$ cat src/rtl/ws2812_decoder.sv
// WS2812 serial line decoder: measures high-pulse widths to recover bits, assembles
// 24-bit pixels, and reports frame latches, partial frames and over-long pulses.
module ws2812_decoder #(
    parameter int BIT_THRESH   = 7,
    parameter int MIN_HIGH     = 2,
    parameter int HIGH_MAX     = 24,
    parameter int RESET_CYCLES = 600,
    parameter int IDX_W        = 10
) (
    input  logic             clk,
    input  logic             rst,
    input  logic             din,
    output logic [23:0]      pixel_data,
    output logic             pixel_valid,
    output logic [IDX_W-1:0] pixel_index,
    output logic             frame_end,
    output logic [IDX_W-1:0] frame_len,
    output logic             frame_err,
    output logic             bit_err
);
    localparam int LOW_W  = $clog2(RESET_CYCLES + 1);
    localparam int HIGH_W = $clog2(HIGH_MAX + 1);

    localparam logic [LOW_W-1:0]  LOW_LIM  = LOW_W'(RESET_CYCLES);
    localparam logic [HIGH_W-1:0] HIGH_LIM = HIGH_W'(HIGH_MAX);
    localparam logic [HIGH_W-1:0] HIGH_MIN = HIGH_W'(MIN_HIGH);
    localparam logic [HIGH_W-1:0] ONE_THR  = HIGH_W'(BIT_THRESH);

    typedef enum logic [1:0] {SYNC, LOW, HIGH} state_t;

    state_t            state_q;
    logic              din_m_q, din_s_q, din_p_q;
    logic [LOW_W-1:0]  low_len_q, low_len_d;
    logic [HIGH_W-1:0] high_len_q, high_len_d;
    logic [4:0]        bit_cnt_q;
    logic [IDX_W-1:0]  pix_cnt_q, pix_cnt_d;
    logic [23:0]       shift_q, shift_d;
    logic              rise, fall, bit_val;

    assign rise       = din_s_q & ~din_p_q;
    assign fall       = ~din_s_q & din_p_q;
    assign low_len_d  = (low_len_q == LOW_LIM) ? low_len_q : low_len_q + 1'b1;
    assign high_len_d = (high_len_q == HIGH_LIM) ? high_len_q : high_len_q + 1'b1;
    assign pix_cnt_d  = (pix_cnt_q == '1) ? pix_cnt_q : pix_cnt_q + 1'b1;
    assign bit_val    = (high_len_q >= ONE_THR);
    assign shift_d    = {shift_q[22:0], bit_val};

    always_ff @(posedge clk) begin
        if (rst) begin
            state_q     <= SYNC;
            din_m_q     <= 1'b0;
            din_s_q     <= 1'b0;
            din_p_q     <= 1'b0;
            low_len_q   <= '0;
            high_len_q  <= '0;
            bit_cnt_q   <= '0;
            pix_cnt_q   <= '0;
            shift_q     <= '0;
            pixel_data  <= '0;
            pixel_valid <= 1'b0;
            pixel_index <= '0;
            frame_end   <= 1'b0;
            frame_len   <= '0;
            frame_err   <= 1'b0;
            bit_err     <= 1'b0;
        end else begin
            din_m_q     <= din;
            din_s_q     <= din_m_q;
            din_p_q     <= din_s_q;
            pixel_valid <= 1'b0;
            frame_end   <= 1'b0;
            frame_err   <= 1'b0;
            bit_err     <= 1'b0;
            case (state_q)
                SYNC: begin
                    bit_cnt_q  <= '0;
                    pix_cnt_q  <= '0;
                    shift_q    <= '0;
                    high_len_q <= '0;
                    if (din_s_q) begin
                        low_len_q <= '0;
                    end else begin
                        // Entering LOW with a saturated gap count suppresses a spurious latch
                        low_len_q <= low_len_d;
                        if (low_len_d == LOW_LIM) state_q <= LOW;
                    end
                end
                LOW: begin
                    if (rise) begin
                        state_q    <= HIGH;
                        high_len_q <= HIGH_W'(1);
                        low_len_q  <= '0;
                    end else if (low_len_q != LOW_LIM) begin
                        low_len_q <= low_len_d;
                        if (low_len_d == LOW_LIM) begin
                            if (bit_cnt_q != 5'd0 || pix_cnt_q != '0) begin
                                frame_end <= 1'b1;
                                frame_len <= pix_cnt_q;
                                frame_err <= (bit_cnt_q != 5'd0);
                            end
                            bit_cnt_q <= '0;
                            pix_cnt_q <= '0;
                            shift_q   <= '0;
                        end
                    end
                end
                HIGH: begin
                    if (fall) begin
                        state_q   <= LOW;
                        // The falling-edge cycle is already the first low cycle of the gap
                        low_len_q <= LOW_W'(1);
                        if (high_len_q >= HIGH_MIN) begin
                            shift_q <= shift_d;
                            if (bit_cnt_q == 5'd23) begin
                                pixel_data  <= shift_d;
                                pixel_valid <= 1'b1;
                                pixel_index <= pix_cnt_q;
                                pix_cnt_q   <= pix_cnt_d;
                                bit_cnt_q   <= '0;
                            end else begin
                                bit_cnt_q <= bit_cnt_q + 5'd1;
                            end
                        end
                    end else if (high_len_d == HIGH_LIM) begin
                        bit_err    <= 1'b1;
                        state_q    <= SYNC;
                        high_len_q <= high_len_d;
                        low_len_q  <= '0;
                        bit_cnt_q  <= '0;
                        pix_cnt_q  <= '0;
                        shift_q    <= '0;
                    end else begin
                        high_len_q <= high_len_d;
                    end
                end
                default: state_q <= SYNC;
            endcase
        end
    end
endmodule

$ cat config.mk
export PLATFORM = sky130hd
export DESIGN_NAME = ws2812_decoder
export DESIGN_NICKNAME = d
export VERILOG_FILES = /design/src/rtl/ws2812_decoder.sv
export SDC_FILE = /design/constraint.sdc
export NUM_CORES = 1
export LEC_CHECK = 0
export CAP_MARGIN = 25
export CORE_UTILIZATION = 55
export CTS_BUF_LIST = sky130_fd_sc_hd__clkbuf_4 sky130_fd_sc_hd__clkbuf_8
export DETAILED_ROUTE_END_ITERATION = 12
export PLACE_DENSITY = 0.77
export SETUP_SLACK_MARGIN = 0.15
export SLEW_MARGIN = 30
export SYNTH_ARGS = -nofsm -noshare
export SYNTH_HDL_FRONTEND = slang
export SYNTH_SLANG_ARGS = --single-unit
$ cat constraint.sdc
create_clock -name clk -period 3.74 [get_ports clk]
set_input_delay 0.748 -clock clk [delete_from_list [all_inputs] [get_ports clk]]
set_output_delay 0.748 -clock clk [all_outputs]
set_load 0.01 [all_outputs]
==> load_flow_metrics.sql <==
INSERT INTO impl_metrics (metric_group, metric, value, unit) VALUES
('power', 'power.static_leakage', '1.928', 'nW'),
('sta', 'timing_worst_slew_pin_value', '0.9710', 'ns'),
('layout', 'layout.nets', '665', ''),
('run', 'total_of_max_cap_violations', '0', ''),
('critical_path', 'timing.critical_path.buf_inv', '1', ''),
('synth', 'netlist_top_cells_area', 'dfxtp_1 41%, a21oi_1 8.5%, nand2_1 6.5%', ''),
('die', 'floorplan.initialDensity', '0.5778', ''),
('sta', 'final.setup.tns', '0', 'ns'),
('synth', 'mappedNetlistArea', '5137', 'um^2'),
('sta', 'timing.slew.headroom', '0.3527', ''),
('route', 'postRouteAntennaNets', '0', ''),
('sta', 'final_max_slew_viol_count', '0', ''),
('route', 'detailedRoute.firstPassIterationCount', '6', ''),
('layout', 'insertedDiodeCount', '0', ''),
('critical_path', 'cp_launch_type', 'flip-flop', ''),
('die', 'boundaryPins', '51', ''),
('route', 'route.vias.total', '4792', ''),
('critical_path', 'critPathMaxStageDelay', '0.65', 'ns'),
('layout', 'final_instance_area', '5842', 'um^2'),
('global_routing', 'grt_first_pass_wirelength', '21.31', 'mm'),
('hold_path', 'min_path_type', 'flip-flop to flip-flop', ''),
('critical_path', 'timing.critical_path.fanout_max', '11', ''),
('critical_path', 'critical_path_required', '3.99', 'ns'),
('critical_path', 'worst_r2r_path_depth', '8', ''),
('die', 'fp.dieArea', '9731', 'um^2'),
('synth', 'synth.yosys.warnings', '0', ''),
('placement', 'post-dp-hpwl', '8.409', 'mm'),
('hold_path', 'worst_hold_path.num_cells', '1', ''),
('synth', 'ys_dominant_reg_cell', 'dfxtp_1', ''),
('die', 'y_dimension_of_the_die', '98.65', 'um'),
('global_routing', 'grt_start_max_net_pins', '57', ''),
('cts', 'cts_root_buffer', 'clkbuf_8', ''),
('synth', 'syn_inst', '633', ''),
('global_routing', 'via_count_of_the_first_global_routing_pass', '4475', ''),
('synth', 'ys_ff_latch', '106', ''),
('cts', 'cts_hold_buffers', '0', ''),
('die', 'std_cell_rows', '34', ''),
('critical_path', 'path_cells', 'inv_1 > ha_1 > and4b_4 > a311oi_1 > nand2_1 > o41ai_4 > nand2_1 > o41ai_1', ''),
('route', 'initialDrtViolationCount', '404', ''),
('route', 'drc_violation_count_after_routing', '0', ''),
('route', 'route.final.wire_length', '12.64', 'mm'),
('critical_path', 'critPathTopFamily', 'compound AO/OA/AOI/OAI gates', ''),
('placement', 'numPortBuffers', '50', ''),
('cts', 'clkSinkCount', '106', ''),
('critical_path', 'crit_top_cell', 'nand2_1', ''),
('sta', 'max_clock_freq', '0.3244', 'GHz'),
('synth', 'synth_enable_flop_cells', '0', ''),
('synth', 'syn-mean-instance-area', '8.116', 'um^2'),
('cts', 'cts-root-to-sink-buffers', '2', ''),
('sta', 'final_period_minus_worst_setup_slack', '3.083', 'ns'),
('cts', 'post-cts-setup-buffer-count', '0', ''),
('cts', 'cts-buffers-inserted', '9', ''),
('power', 'vdd.ir_drop.worst', '299.7', 'uV'),
('outcome', 'outcome', 'finished, final reports clean', ''),
('cts', 'h_tree_depth', '3', ''),
('power', 'p_per_area', '419.1', 'nW/um^2'),
('critical_path', 'critPathArrivalTime', '3.33', 'ns'),
('synth', 'synth_top_cell_area_share', '0.4131', ''),
('sta', 'finalSetupViolCount', '0', ''),
('placement', 'rd_place_congestion', '0.9083', ''),
('synth', 'synth_cell_type_count', '61', ''),
('placement', 'placed_area', '5632', 'um^2'),
('synth', 'synth.yosys.seq_area_share', '0.4131', ''),
('route', 'vias_per_cell', '6.305', ''),
('layout', 'layout-drive-gt1-share', '0.05828', ''),
('critical_path', 'crit_path_depth', '8', ''),
('route', 'detail_route.wl_per_cell', '16.63', 'um'),
('sta', 'setup_repair_after_global_routing_missed_its_margin', 'no', ''),
('cts', 'tritoncts_clock_tree', 'done', ''),
('layout', 'n_fill_cell', '779', ''),
('synth', 'post_synthesis_net_count', '650', '');
## cells by family after synthesis
| group | count (synthesis) | share of synthesized area |
|---|---|---|
| muxes | 11 | 0.02168 |
| DFF | 106 | 0.4131 |
| xor gates and xnor gates | 1 | 0.001705 |
| buffers and inverters | 71 | 0.05869 |
| AOI/OAI and AO/OA | 183 | 0.2204 |
| and+or+nand+nor | 247 | 0.2504 |
| adders and majority gates | 14 | 0.03410 |
## registers in the layout, indices dropped and copies added (netlist names), 2 cells and up
register,count
pixel_data,24
shift_q,23
frame_len,10
low_len_q,10
pix_cnt_q,10
pixel_index,10
bit_cnt_q,5
high_len_q,5
state_q,2
## cells in the final DEF, fill, tap and decap left out, types with 11 or more instances in the layout
| master | synthesis | final |
|---|---|---|
| dfxtp_1 | 106 | 106 |
| nand2_1 | 89 | 89 |
| a21oi_1 | 87 | 87 |
| clkdlybuf4s50_1 | 0 | 49 |
| nand4_1 | 40 | 40 |
| nor2_1 | 36 | 36 |
| o21ai_0 | 34 | 34 |
| o31ai_1 | 18 | 18 |
| inv_1 | 16 | 16 |
| ha_1 | 14 | 14 |
| nor2b_1 | 13 | 13 |
| nand3_1 | 11 | 11 |
## cell type report
cell class | count | area [um^2] | area share
well taps | 108 | 135.1 | 0.02313
flip-flops and latches | 106 | 2122 | 0.3632
clock inverters | 6 | 83.83 | 0.01435
inverters | 16 | 60.06 | 0.01028
repair buffers | 59 | 590.6 | 0.1011
multi-input cells | 456 | 2726 | 0.4667
clock buffers | 9 | 123.9 | 0.02120
## power breakdown
part	switching (mW)	internal, mW	total (mW)
logic	0.383	0.144	0.527
clock network	0.424	0.323	0.747
registers	0.0285	1.15	1.17
## routing by layer
| metal | global-route usage | wire [um] |
|---|---|---|
| met2 | 0.4437 | 5999 |
| met3 | 0.04397 | 756 |
| met4 | 0.08955 | 196 |
| met5 | 0 | 0 |
| met1 | 0.3574 | 5682 |
## final timing paths
kind | start | endpoint | slack, ns
hold reg to reg | din_m_q$_SDFF_PP0_ | din_s_q$_SDFF_PP0_ | 0.45
hold / removal | din_m_q$_SDFF_PP0_ | din_s_q$_SDFF_PP0_ | 0.45
setup / recovery | low_len_q[0]$_SDFFE_PP0P_ | pix_cnt_q[3]$_SDFFE_PP0P_ | 0.66
setup reg to reg | low_len_q[0]$_SDFFE_PP0P_ | pix_cnt_q[3]$_SDFFE_PP0P_ | 0.66
## stage by stage
step	utilization	cells	hold WS (ns)	total power, mW
3_3_place_gp	0.6333	745	0.4229	1.706
5_1_grt	0.6571	760	0.4749	2.568
2_1_floorplan	-	633	0.4138	1.587
4_1_cts	0.6568	760	0.4508	2.451
3_5_place_dp	0.6334	745	0.4266	1.719
6_report	0.6571	760	0.4520	2.448
## worst reg2reg max path: cells and delay by family, from the launching register on
kind                       cells  cell delay [ns]
AOI/OAI and AO/OA              3             1.49
adders and majority gates      1             0.21
buffers and inverters          1             0.10
DFF                            1             0.47
and+or+nand+nor                3             0.70
## cells in the mapped netlist, types with 3 or more instances
cell type / number
nand4_1: 40
nand2b_1: 5
buf_6: 3
and2_1: 7
and4_1: 3
ha_1: 14
a311o_1: 3
nand2_1: 89
a21boi_0: 3
and3_1: 6
mux2i_1: 10
dfxtp_1: 106
nand3_1: 11
inv_1: 16
or4_1: 4
nor2_1: 36
a21oi_1: 87
o21ai_0: 34
clkbuf_1: 45
o31ai_1: 18
nor2b_1: 13
a311oi_1: 3
o311ai_0: 4
nand4b_1: 7
nor4b_1: 3
nor3_1: 9
o41ai_1: 5
a31oi_1: 8
(Power assumes the default switching activity.)
==> patch 1: new RTL, same flow settings <==
`RESET_CYCLES`: 600 -> 300.
--- a/src/rtl/ws2812_decoder.sv
+++ b/src/rtl/ws2812_decoder.sv
@@ -4,7 +4,7 @@
     parameter int BIT_THRESH   = 7,
     parameter int MIN_HIGH     = 2,
     parameter int HIGH_MAX     = 24,
-    parameter int RESET_CYCLES = 600,
+    parameter int RESET_CYCLES = 300,
     parameter int IDX_W        = 10
 ) (
     input  logic             clk,
Check against the original RTL: same outputs for any inputs over 4 cycles, from zero or initial values and one cycle with rst high; that may be too few to reach the edited logic, so the function may still have changed.
==> patch 1 against the unedited design <==
- the flow now finishes with violations (DRC)
- sequential cell count shrank 1
- sequential share of layout area hardly changed
- cell area shrank 0.86%
- total power fell by 6.3%
- core utilization is 0.067 points higher
- combinational power is 15% lower
- routed wire length fell by 8.5%
- synthesized area down 1.6%
- via count shrank 3.4%
- worst setup slack lost 0.034 ns
- critical endpoint unchanged
- highest routed layer unchanged
==> patch 1: results (changes against the unedited design) <==
| Metric | Value |
|---|---|
| DP Worst Slack | 0.691 ns (-0.00180 ns) |
| Sequential area share after synthesis | 41.6% (+0.29 points) |
| DRT iter0 DRCs | 304 (-25%) |
| Final Skew | 0.0110 ns (-0.00180 ns) |
| Wire length on met3 | 692 um (-8.5%) |
| # DRC | 8 (+8) |
| Hold slack | 0.445 ns (-0.00727 ns) |
| CP max stage delay | 0.54 ns (-0.11 ns) |
| DR vias/cell | 6.09 (-3.4%) |
| Compound-Gate Fraction of Synth Area | 20.6% (-1.4 points) |
| Vias in the first global route | 4,045 (-9.6%) |
| Clock Tree Root | clkbuf_8 |
| Vias | 4,630 (-3.4%) |
| FF-to-FF setup slack | 0.62 ns (-0.03 ns) |
| Post-Synth Adder-Cell Area | 3.47% (+0.057 points) |
| TritonRoute pass-1 iters | 10 (+4) |
| Fill count | 764 (-1.9%) |
| Post-synthesis mux area share | 2.57% (+0.41 points) |
| Cell family with most CP delay | simple AND/OR/NAND/NOR gates |
| Worst Path Max Fanout | 17 (+6) |
| Area after DPL | 5600 um^2 (-0.60%) |
| First-pass GRT wire length | 19,700 um (-7.5%) |
| Total Routing Usage GR | 25.0% (-1.8 points) |
| Synth cell types | 57 (-6.6%) |
| Slowest stage cell, crit path | or4_1 |
| Run status | finished with violations |
| Synth top area cells | dfxtp_1 (42%), nand2_1 (6.5%), a21oi_1 (6.0%) |
| Met1 Use GR | 35.5% (-0.20 points) |
| Xor/xnor share of the synthesized area | 0.347% (+0.18 points) |
| Total Wirelength | 11,600 um (-8.5%) |
| Share of layout cells above drive strength 1 | 9.82% (+4.0 points) |
| Met3 GRT Util | 3.58% (-0.82 points) |
| Met2 usage | 38.6% (-5.8 points) |
| Critical path type | flip-flop to flip-flop |
| Violated checks | DRC |
| Internal Pwr Total | 1.53 mW (-5.1%) |
| Worst Path Arrival | 3.42 ns (+0.09 ns) |
| FMAX | 0.321 GHz (-1.1%) |
| Dpl cells | 744 (-0.13%) |
| Metal-1 WL | 5430 um (-4.5%) |
| Top post-synthesis cells by count | dfxtp_1 (105), nand2_1 (87), a21oi_1 (61), clkbuf_1 (45), nor2_1 (45) |
| Met2 wire length | 5300 um (-12%) |
| VDD IR max | 0.248 mV (-17%) |
| Mean Syn Cell Area | 8.10 um^2 (-0.21%) |
| Layout Nets | 664 (-0.15%) |
| HPWL Detailed | 7690 um (-8.5%) |
| Largest net degree at the start of global routing | 52 (-8.8%) |
| Post-Syn Nets | 641 (-1.4%) |
| Slew of the pin with the lowest slew margin | 0.683 ns (-0.288 ns) |
## patch 1: worst register-to-register path, cell delays in order, from the launching register on
cell and delay, ns:
dfxtp_1 0.53, ha_1 0.42, xnor2_1 0.10, or4_4 0.51
a2111oi_4 0.38, a31oi_2 0.16, buf_4 0.24, or4_1 0.54
a21oi_1 0.16
## patch 1: power groups by stage
stage	Combinational, mW	Clock, mW	Sequential, mW
3_5_place_dp	0.442	0	1.18
2_1_floorplan	0.344	0	1.17
5_1_grt	0.492	0.750	1.16
3_3_place_gp	0.438	0	1.18
4_1_cts	0.444	0.708	1.16
6_report	0.449	0.685	1.16
## patch 1: layout make-up
type / count / area [um^2] / area share, %
Multi-Input combinational cell: 451 / 2700 / 46.6
Sequential cell: 105 / 2100 / 36.3
Timing Repair Buffer: 65 / 608 / 10.5
Tap cell: 108 / 135 / 2.33
Clock buffer: 10 / 131 / 2.27
Clock inverter: 6 / 62.6 / 1.08
Inverter: 15 / 56.3 / 0.972
==> patch 2: new RTL, same settings <==
Without the edit above. Make the reset (`rst`) asynchronous in one clocked block.
--- a/src/rtl/ws2812_decoder.sv
+++ b/src/rtl/ws2812_decoder.sv
@@ -45,7 +45,7 @@
     assign bit_val    = (high_len_q >= ONE_THR);
     assign shift_d    = {shift_q[22:0], bit_val};
 
-    always_ff @(posedge clk) begin
+    always_ff @(posedge clk or posedge rst) begin
         if (rst) begin
             state_q     <= SYNC;
             din_m_q     <= 1'b0;
Check against the original RTL: no difference found for any inputs over 10 cycles, from zero or initial values and one cycle with rst high; that may be too few to reach the edited logic, so the function may still have changed.
==> patch 2 against the unedited design <==
- synthesized area rose by 1.4%
- synthesized cell count fell by 15%
- sequential cell count did not move
- largest cell class is now registers
- cell area rose by 2.4%
- fmax fell by 4.7%
- routed wire length fell by 16%
- worst setup slack got worse by 0.15 ns
Power is not compared: it rests on default switching activity, and its combinational part moved more than twofold at a synthesized area within 25%.
==> patch 2: results (changes against the unedited design) <==
| Metric | Value |
|---|---|
| Met1 Use GR | 32.8% (-2.9 points) |
| Met2 wire length | 4940 um (-18%) |
| Post-Syn Nets | 558 (-14%) |
| Post-Synth Adder-Cell Area | 3.36% (-0.046 points) |
| TritonRoute pass-1 iters | 4 (-2) |
| DRT iter0 DRCs | 273 (-32%) |
| Slew HR | 50.0% (+15 points) |
| Share of layout cells above drive strength 1 | 9.29% (+3.5 points) |
| Post-synthesis mux area share | 2.38% (+0.21 points) |
| Xor/xnor share of the synthesized area | 0.673% (+0.50 points) |
| Synth Flop Type | dfrtp_1 |
| Sequential area share after synthesis | 50.9% (+9.6 points) |
| Drt wl/cell | 15.4 um (-7.4%) |
| Slowest stage cell, crit path | or4b_4 |
| Min-Delay Path Depth | 0 (-1) |
| Diode count | 0 (unchanged) |
| FFs w/ async S/R, synth | 100% (+100 points) |
| Metal-1 WL | 5130 um (-9.8%) |
| Layout Nets | 593 (-11%) |
| DR vias/cell | 6.03 (-4.3%) |
| Run status | complete, no violations |
| Routability Congestion | 0.900 (-0.96%) |
| HPWL Detailed | 7070 um (-16%) |
| Wire length on met3 | 495 um (-35%) |
| I/O Buffers | 50 (unchanged) |
| Worst Path Max Fanout | 17 (+6) |
| Synth top area cells | dfrtp_1 (51%), nand2_1 (8.6%), o2bb2ai_1 (4.0%) |
| Top post-synthesis cells by count | nand2_1 (120), dfrtp_1 (106), nand3_1 (34), o21ai_0 (29), clkbuf_1 (27) |
| Compound-Gate Fraction of Synth Area | 15.8% (-6.2 points) |
| Met2 usage | 36.6% (-7.8 points) |
| CP max stage delay | 0.56 ns (-0.09 ns) |
| Met3 GRT Util | 3.87% (-0.53 points) |
| CTS H-tree depth | 3 (unchanged) |
| First-pass GRT wire length | 18,100 um (-15%) |
| Synth cell types | 61 (unchanged) |
| Total power | 1.90 mW |
| Worst Path Arrival | 3.48 ns (+0.15 ns) |
| Total Routing Usage GR | 22.8% (-4.0 points) |
| R2r worst-path depth | 9 (+1) |
| VDD IR max | 0.158 mV |
==> patch 2: cell types whose count changed after synthesis, moves of 10 or more <==
cell       unedited run  this run
a21oi_1              87        10
clkbuf_1             45        27
dfxtp_1             106         0
nand2_1              89       120
nand4_1              40         8
nor2_1               36        24
mux2_2                1        11
nand3_1              11        34
dfrtp_1               0       106
mux2i_1              10         0
o2bb2ai_1             1        24
==> patch 2: final cells by class <==
type                    instances  area, um^2
flip-flops and latches        106        2650
clock inverters                 5        46.3
fillers                       759        3220
clock buffers                  11         145
well taps                     111         139
inverters                      16        62.6
multi-input cells             385        2360
repair buffers                 58         573
==> patch 2: through the flow <==
step	worst slack, ns	hold slack, ns	instance area (um^2)	instances
CTS	0.510	0.357	5980	692
global placement	0.610	0.334	5790	676
floorplan	0.203	0.331	5210	541
detailed placement	0.502	0.335	5790	676
global route	0.305	0.366	5980	692
finish	0.506	0.355	5980	692
==> patch 2: worst max-delay path: cells and delay by family, from the launching register on <==
kind	cells	cell delay (ns)
flip-flops	1	0.47
AO/OA/AOI/OAI	2	0.45
XOR/XNOR	1	0.19
AND/OR/NAND/NOR	4	1.36
adder cells (fa/ha/maj)	1	0.28
buffers and inverters	1	0.37
==> patch 2: path summary, 6_finish.rpt <==
check	from	endpoint	slack [ns]
max	low_len_q[0]$_DFFE_PP0P_	shift_q[1]$_DFFE_PP0P_	0.51
min	din_m_q$_DFF_PP0_	din_s_q$_DFF_PP0_	0.36
max reg2reg	low_len_q[0]$_DFFE_PP0P_	shift_q[1]$_DFFE_PP0P_	0.51
min reg2reg	din_m_q$_DFF_PP0_	din_s_q$_DFF_PP0_	0.36
max in group asynchronous	rst	low_len_q[0]$_DFFE_PP0P_	2.20
min in group asynchronous	rst	shift_q[2]$_DFFE_PP0P_	0.85
